$ cat src/rtl/ext_trig_pkg.sv
// ---------------------------------------------------------------------------
// ext_trig_pkg
// Shared definitions for the front-panel trigger conditioner:
//   - one-hot state indices and the state enum built from them
//   - statistics counter width and saturation value
//   - sat_inc(): saturating increment for the statistics counters
// ---------------------------------------------------------------------------
package ext_trig_pkg;

   localparam int ST_IDLE    = 0;
   localparam int ST_QUALIFY = 1;
   localparam int ST_ACTIVE  = 2;
   localparam int ST_HOLDOFF = 3;
   localparam int NUM_ST     = 4;

   localparam int                CNT_W   = 16;
   localparam logic [CNT_W-1:0]  CNT_SAT = 16'hFFFF;

   typedef enum logic [NUM_ST-1:0] {
      IDLE    = NUM_ST'(1 << ST_IDLE),
      QUALIFY = NUM_ST'(1 << ST_QUALIFY),
      ACTIVE  = NUM_ST'(1 << ST_ACTIVE),
      HOLDOFF = NUM_ST'(1 << ST_HOLDOFF)
   } trig_state_e;

   // Statistics counters stick at full scale instead of wrapping.
   function automatic logic [CNT_W-1:0] sat_inc(input logic [CNT_W-1:0] v);
      return (v == CNT_SAT) ? v : v + 1'b1;
   endfunction

endpackage

$ cat src/rtl/ext_trig_sync.sv
// ---------------------------------------------------------------------------
// ext_trig_sync
// Brings the asynchronous front-panel trigger into the ttc_clk domain through
// a SYNC_STAGES-deep flop chain and flags its rising edge.
//
// Ports:
//   ttc_clk    in   40 MHz TTC clock
//   reset40_n  in   asynchronous active-low reset (chain and delay flop clear)
//   trig_in    in   raw trigger, asynchronous to ttc_clk
//   trig_s     out  synchronised trigger (last chain stage)
//   trig_s_d   out  trig_s delayed one cycle
//   rise       out  trig_s & ~trig_s_d
// ---------------------------------------------------------------------------
module ext_trig_sync #(
   parameter int SYNC_STAGES = 2
) (
   input  logic ttc_clk,
   input  logic reset40_n,
   input  logic trig_in,
   output logic trig_s,
   output logic trig_s_d,
   output logic rise
);

   logic [SYNC_STAGES-1:0] sync_q;

   always_ff @(posedge ttc_clk or negedge reset40_n) begin
      if (!reset40_n) begin
         sync_q   <= '0;
         trig_s_d <= 1'b0;
      end else begin
         sync_q   <= {sync_q[SYNC_STAGES-2:0], trig_in};
         trig_s_d <= sync_q[SYNC_STAGES-1];
      end
   end

   assign trig_s = sync_q[SYNC_STAGES-1];
   assign rise   = trig_s & ~trig_s_d;

endmodule

$ cat src/rtl/ext_trigger_conditioner.sv
// ---------------------------------------------------------------------------
// ext_trigger_conditioner
// Conditions the raw front-panel trigger: synchronises it into the TTC domain,
// rejects pulses shorter than FILTER_CYCLES synchronised samples, enforces a
// programmable dead time after each accepted trigger and keeps reject/glitch
// statistics.
//
// Parameters:
//   SYNC_STAGES    synchroniser depth (>= 2)
//   FILTER_CYCLES  consecutive high samples needed to accept (>= 1)
//   HOLDOFF_W      width of holdoff_cycles / holdoff counter
//
// Ports:
//   ttc_clk         in   40 MHz TTC clock
//   reset40_n       in   asynchronous active-low reset
//   trig_in         in   raw trigger, asynchronous
//   enable          in   allow new triggers to start
//   holdoff_cycles  in   dead time after release, in ttc_clk ticks
//   trig_level      out  conditioned level for the raw trigger counter
//   trig_pulse      out  one-cycle strobe per accepted trigger
//   busy            out  qualifying, active or in holdoff
//   rejected_count  out  rises seen during holdoff (saturating)
//   glitch_count    out  aborted qualifications (saturating)
//
// Optional build macro EXT_TRIG_TIMESTAMP_EN adds:
//   rst_trigger_timestamp in   clears the tick counter and trig_timestamp
//   trig_timestamp        out  tick of the first qualified sample
//   timestamp_valid       out  strobes with trig_pulse
// ---------------------------------------------------------------------------
module ext_trigger_conditioner
   import ext_trig_pkg::*;
#(
   parameter int SYNC_STAGES   = 2,
   parameter int FILTER_CYCLES = 3,
   parameter int HOLDOFF_W     = 16
) (
   input  logic                 ttc_clk,
   input  logic                 reset40_n,
   input  logic                 trig_in,
   input  logic                 enable,
   input  logic [HOLDOFF_W-1:0] holdoff_cycles,
`ifdef EXT_TRIG_TIMESTAMP_EN
   input  logic                 rst_trigger_timestamp,
   output logic [31:0]          trig_timestamp,
   output logic                 timestamp_valid,
`endif
   output logic                 trig_level,
   output logic                 trig_pulse,
   output logic                 busy,
   output logic [CNT_W-1:0]     rejected_count,
   output logic [CNT_W-1:0]     glitch_count
);

   localparam int FILT_W = $clog2(FILTER_CYCLES + 1);

   logic trig_s, trig_s_d, rise;

   ext_trig_sync #(.SYNC_STAGES(SYNC_STAGES)) u_sync (
      .ttc_clk   (ttc_clk),
      .reset40_n (reset40_n),
      .trig_in   (trig_in),
      .trig_s    (trig_s),
      .trig_s_d  (trig_s_d),
      .rise      (rise)
   );

   trig_state_e          state_q, state_d;
   logic [FILT_W-1:0]    filt_q, filt_d;
   logic [HOLDOFF_W-1:0] hold_q, hold_d;
   logic                 level_q, level_d;
   logic                 pulse_q, pulse_d;
   logic [CNT_W-1:0]     rej_q, rej_d;
   logic [CNT_W-1:0]     glitch_q, glitch_d;
   logic                 accept;

   // A new trigger starts only on an edge; a level already high when the
   // block becomes idle or enabled never starts one.
   assign accept = (state_q == IDLE) && rise && enable;

   always_ff @(posedge ttc_clk or negedge reset40_n) begin
      if (!reset40_n) begin
         state_q  <= IDLE;
         filt_q   <= '0;
         hold_q   <= '0;
         level_q  <= 1'b0;
         pulse_q  <= 1'b0;
         rej_q    <= '0;
         glitch_q <= '0;
      end else begin
         state_q  <= state_d;
         filt_q   <= filt_d;
         hold_q   <= hold_d;
         level_q  <= level_d;
         pulse_q  <= pulse_d;
         rej_q    <= rej_d;
         glitch_q <= glitch_d;
      end
   end

   always_comb begin
      state_d  = state_q;
      filt_d   = filt_q;
      hold_d   = hold_q;
      level_d  = 1'b0;
      pulse_d  = 1'b0;
      rej_d    = rej_q;
      glitch_d = glitch_q;
      unique case (state_q)
         IDLE: begin
            if (accept) begin
               filt_d = FILT_W'(1);
               if (FILTER_CYCLES == 1) begin
                  state_d = ACTIVE;
                  level_d = 1'b1;
                  pulse_d = 1'b1;
               end else begin
                  state_d = QUALIFY;
               end
            end
         end
         QUALIFY: begin
            if (!trig_s) begin
               state_d  = IDLE;
               glitch_d = sat_inc(glitch_q);
            end else if (filt_q == FILT_W'(FILTER_CYCLES - 1)) begin
               state_d = ACTIVE;
               filt_d  = filt_q + 1'b1;
               level_d = 1'b1;
               pulse_d = 1'b1;
            end else begin
               filt_d = filt_q + 1'b1;
            end
         end
         ACTIVE: begin
            // level falls the cycle after trig_s falls
            if (trig_s) begin
               level_d = 1'b1;
            end else if (holdoff_cycles == '0) begin
               state_d = IDLE;
            end else begin
               state_d = HOLDOFF;
               hold_d  = holdoff_cycles;
            end
         end
         HOLDOFF: begin
            if (rise) rej_d = sat_inc(rej_q);
            // hold_q is loaded non-zero, so the count ends on 1
            if (hold_q == HOLDOFF_W'(1)) state_d = IDLE;
            hold_d = hold_q - 1'b1;
         end
         default: state_d = IDLE;
      endcase
   end

   assign trig_level     = level_q;
   assign trig_pulse     = pulse_q;
   assign busy           = (state_q != IDLE);
   assign rejected_count = rej_q;
   assign glitch_count   = glitch_q;

`ifdef EXT_TRIG_TIMESTAMP_EN
   logic [31:0] tick_q;
   logic [31:0] cap_q;

   // cap_q holds the tick of the first high sample while qualifying; with a
   // single-sample filter the trigger is accepted in that same cycle and the
   // live tick is used directly.
   always_ff @(posedge ttc_clk or negedge reset40_n) begin
      if (!reset40_n) begin
         tick_q          <= '0;
         cap_q           <= '0;
         trig_timestamp  <= '0;
         timestamp_valid <= 1'b0;
      end else begin
         tick_q          <= rst_trigger_timestamp ? 32'd0 : tick_q + 32'd1;
         timestamp_valid <= pulse_d;
         if (accept) cap_q <= tick_q;
         if (rst_trigger_timestamp)
            trig_timestamp <= '0;
         else if (pulse_d)
            trig_timestamp <= (state_q == IDLE) ? tick_q : cap_q;
      end
   end
`endif

endmodule

$ cat config.mk
export PLATFORM = sky130hd
export DESIGN_NAME = ext_trigger_conditioner
export DESIGN_NICKNAME = d
export VERILOG_FILES = /design/src/rtl/ext_trig_pkg.sv /design/src/rtl/ext_trig_sync.sv /design/src/rtl/ext_trigger_conditioner.sv
export SDC_FILE = /design/constraint.sdc
export NUM_CORES = 1
export LEC_CHECK = 0
export CORE_UTILIZATION = 43
export DETAILED_ROUTE_END_ITERATION = 6
export PLACE_DENSITY = 0.68
export SLEW_MARGIN = 20
export SYNTH_ARGS = -nofsm -noshare
export SYNTH_HDL_FRONTEND = slang
export SYNTH_SLANG_ARGS = --single-unit
$ cat constraint.sdc
create_clock -name ttc_clk -period 2.2 [get_ports ttc_clk]
set_input_delay 0.22 -clock ttc_clk [delete_from_list [all_inputs] [get_ports ttc_clk]]
set_output_delay 0.22 -clock ttc_clk [all_outputs]
set_load 0.02 [all_outputs]
==> impl_metrics.csv <==
group,metric,value,unit
outcome,outcome,"finished, final reports clean",
timing,final.setup.worst_slack,0.158,ns
timing,layout_worst_path_cycle_share,92.8,%
yosys,synth_top_cell_area_share,48.9,%
clock_network,cts_tree,"yes",
worst_setup_path,path_common_cell,"sky130_fd_sc_hd__buf_4",
yosys,post_synth_main_area_contributors,"sky130_fd_sc_hd__dfrtp_1, sky130_fd_sc_hd__xnor2_1, sky130_fd_sc_hd__nand3_1, sky130_fd_sc_hd__nand2_1, sky130_fd_sc_hd__nor2_1",
yosys,synth_compound_area_share,9.70,%
route,detailedRoute.firstIterationViolations,98,
route,ant_nets,0,
clock_network,post_cts.repair.setup_buffers,0,
global_route,grt_usage,18.4,%
global_route,first_global_vias,2286,
placed_design,globalplace.congestion,0.855,
worst_setup_path,crit_fanout,13,
yosys,netlist.top_cell.by_area,"sky130_fd_sc_hd__dfrtp_1",
yosys,post_synth_fa_ha_maj_area_fraction,2.11,%
route,drt_wl_total,6210,um
placed_design,placement.setup.worst_slack,0.0451,ns
worst_setup_path,worstPathRequired,2.45,ns
timing,final_hold_fails,0,
timing,slew_viol_final,0,
worst_setup_path,worstSetupEndpointType,"flop",
timing,fmax,0.490,GHz
yosys,ys_seq_area_share,49.8,%
yosys,synth_cells,299,
route,route.detailed.drc,0,
worst_setup_path,timing.critical_path.from_type,"flop",
placed_design,port_buffers,54,
yosys,synth_xor_area_share,7.38,%
clock_network,clk_pin_slew_worst_paths,0.07,ns
worst_setup_path,slowest_delay,0.41,ns
worst_setup_path,setup.reg_to_reg.worst_slack,0.16,ns
placed_design,post-dp-hpwl,4650,um
timing,timing.final.crit_period,2.04,ns
layout,finish.utilization,59.6,%
timing,fin_setup_tns,0,ns
flow_run,max-cap-violations,0,
pwr,leakage,0.00161,uW
global_route,grt-ovfl-total,0,
clock_network,clock-sinks,59,
layout,mostFrequentLayoutCells,"sky130_fd_sc_hd__dfrtp_1, sky130_fd_sc_hd__clkdlybuf4s50_1, sky130_fd_sc_hd__nor2_1, sky130_fd_sc_hd__nand2_1, sky130_fd_sc_hd__nand3_1",
pwr,vdd_drop_max,0.000326,V
worst_setup_path,setup.worst_path.class,"reg2reg",
clock_network,cts_inserted_buffers,9,
yosys,synthFlopType,"sky130_fd_sc_hd__dfrtp_1",
min_path,min_path_cells,1,
layout,area_growth,30.4,%
layout,post_route_cells_drive_above_1_share,10.7,%
die,floorplan.rows,29,
worst_setup_path,worstPathCellList,"buf_4, nor4b_2, buf_4, and4_1, nand3b_1, nor3_1, xor2_1",
yosys,synth_top_family_by_area,"simple AND/OR/NAND/NOR gates",
yosys,synth.ff_latch_count,59,
yosys,yosysWarningCount,0,
timing,setup_repair_after_global_routing_missed_its_margin,"false",
route,routedWlPerCell,13.7,um
worst_setup_path,worst-path-buf-inv,2,
layout,design.final.nets,395,
pwr,cellPowerDensity,644,nW/um2
yosys,async_s_r_ff_share_synth,100,%
die,die_area,7240,um2
die,floorplan.initialDensity,45.7,%
clock_network,cts_buffer_depth,2,
layout,antenna-diode-count,0,
route,detail_route.vias_per_cell,5.55,
yosys,syn_avg_cell_area,9.92,um2
timing,report.final.setup_viol,0,
route,overall_via_count_from_detail_route,2510,
clock_network,worstSkewPairLatency,0.33,ns
yosys,netlist_area_pre_place,2970,um2
min_path,classification_of_the_worst_slack_hold_path,"in2reg",
yosys,post_synth_mux_area_share,1.48,%
pwr,total_power,2490,uW
yosys,synth_cell_type_count,50,
global_route,grt_antenna_before_repair,0,
worst_setup_path,rr_worst_depth,7,
global_route,pin_count_of_the_biggest_net_entering_global_routing,40,
worst_setup_path,cp.depth,7,
global_route,grt_pass1_wl,10500,um
yosys,synth-edff-count,0,
worst_setup_path,cpLargestDelayFamily,"simple AND/OR/NAND/NOR gates",
route,drt_pass1_iterations,4,
die,fp.coreArea,6490,um2
layout,most_common_library_cell_in_the_layout_ignoring_fill_and_taps,"sky130_fd_sc_hd__dfrtp_1",
clock_network,cts-root-buf,"sky130_fd_sc_hd__clkbuf_8",
yosys,synth-simple-area-share,27.8,%
die,chipWidth,85.1,um
yosys,synthesis.nets,324,
timing,finClkSkew,0.00621,ns
clock_network,cts-htree-levels,3,
worst_setup_path,cpMaxStageDelayCell,"sky130_fd_sc_hd__dfrtp_1",
die,ioPinCount,55,
timing,worst_slew_pin_slew,0.491,ns
timing,max_slew_margin,67.3,%
worst_setup_path,critical_path_arrival,2.30,ns
die,die_h,85.1,um
-- power by group --
group	internal (uW)	switching, uW
sequential	1140	64.5
combinational	172	154
clock	548	416
total	1860	634
-- synthesized netlist by cell type (6+ instances only) --
library cell               n
sky130_fd_sc_hd__dfrtp_1  58
sky130_fd_sc_hd__nand2_1  26
sky130_fd_sc_hd__nor2_1   26
sky130_fd_sc_hd__nand3_1  20
sky130_fd_sc_hd__nand4_1  15
sky130_fd_sc_hd__nor3_1   14
sky130_fd_sc_hd__xnor2_1  14
sky130_fd_sc_hd__nor4_1   13
sky130_fd_sc_hd__a21oi_1  11
sky130_fd_sc_hd__xor2_1   11
sky130_fd_sc_hd__inv_1     8
sky130_fd_sc_hd__o21ai_0   8
sky130_fd_sc_hd__or3_1     6
-- path summary, 6_finish.rpt --
path / to / startpoint
max: rejected_count[11]$_DFFE_PN0P_ / state_q[1]$_DFFE_PN0P_
min: u_sync.sync_q[0]$_DFF_PN0_ / trig_in
max reg2reg: rejected_count[11]$_DFFE_PN0P_ / state_q[1]$_DFFE_PN0P_
min reg2reg: u_sync.sync_q[1]$_DFF_PN0_ / u_sync.sync_q[0]$_DFF_PN0_
max in group asynchronous: state_q[0]$_DFFE_PN1P_ / reset40_n
min in group asynchronous: glitch_count[11]$_DFFE_PN0P_ / reset40_n
-- layer usage --
metal | routed length, um | track usage [%]
met5 | 0 | 0
met2 | 2900 | 30.1
met4 | 31 | 5.55
met1 | 3050 | 24.2
met3 | 228 | 4.47
-- logic make-up after synthesis --
logic type	after synthesis
buffers and inverters	13
muxes	4
DFF	59
and+or+nand+nor	151
adders and majority gates	5
xor gates and xnor gates	25
AOI/OAI and AO/OA	42
-- state kept, by name, indices dropped and copies added (netlist names) --
| signal | count |
|---|---|
| filt_q | 2 |
| glitch_count | 16 |
| hold_q | 16 |
| rejected_count | 16 |
| state_q | 4 |
| trig_level | 1 |
| trig_pulse | 1 |
| u_sync.sync_q | 2 |
| u_sync.trig_s_d | 1 |
-- per-stage QoR --
step / instances / area [um2] / hold slack (ns)
global route: 452 / 3870 / 0.338
detailed placement: 435 / 3660 / 0.214
floorplan: 299 / 2970 / -0.0756
global placement: 435 / 3660 / 0.217
finish: 452 / 3870 / 0.337
CTS: 452 / 3870 / 0.328
-- layout make-up --
cell class	count	area, um2
inverter	8	30.0
tap	77	96.3
fill	542	2630
clock inverter	5	52.6
timing repair buffer	65	633
sequential	59	1480
multi-input combinational	227	1440
clock buffer	11	141
-- repair_timing --
item                                   4_1_cts  5_1_grt
resized for setup                            0        1
setup endpoints to repair                    0        1
endpoints found under the hold margin       20        0
hold buffers                                 1        0
No activity file was read; power rests on OpenSTA's default activity.
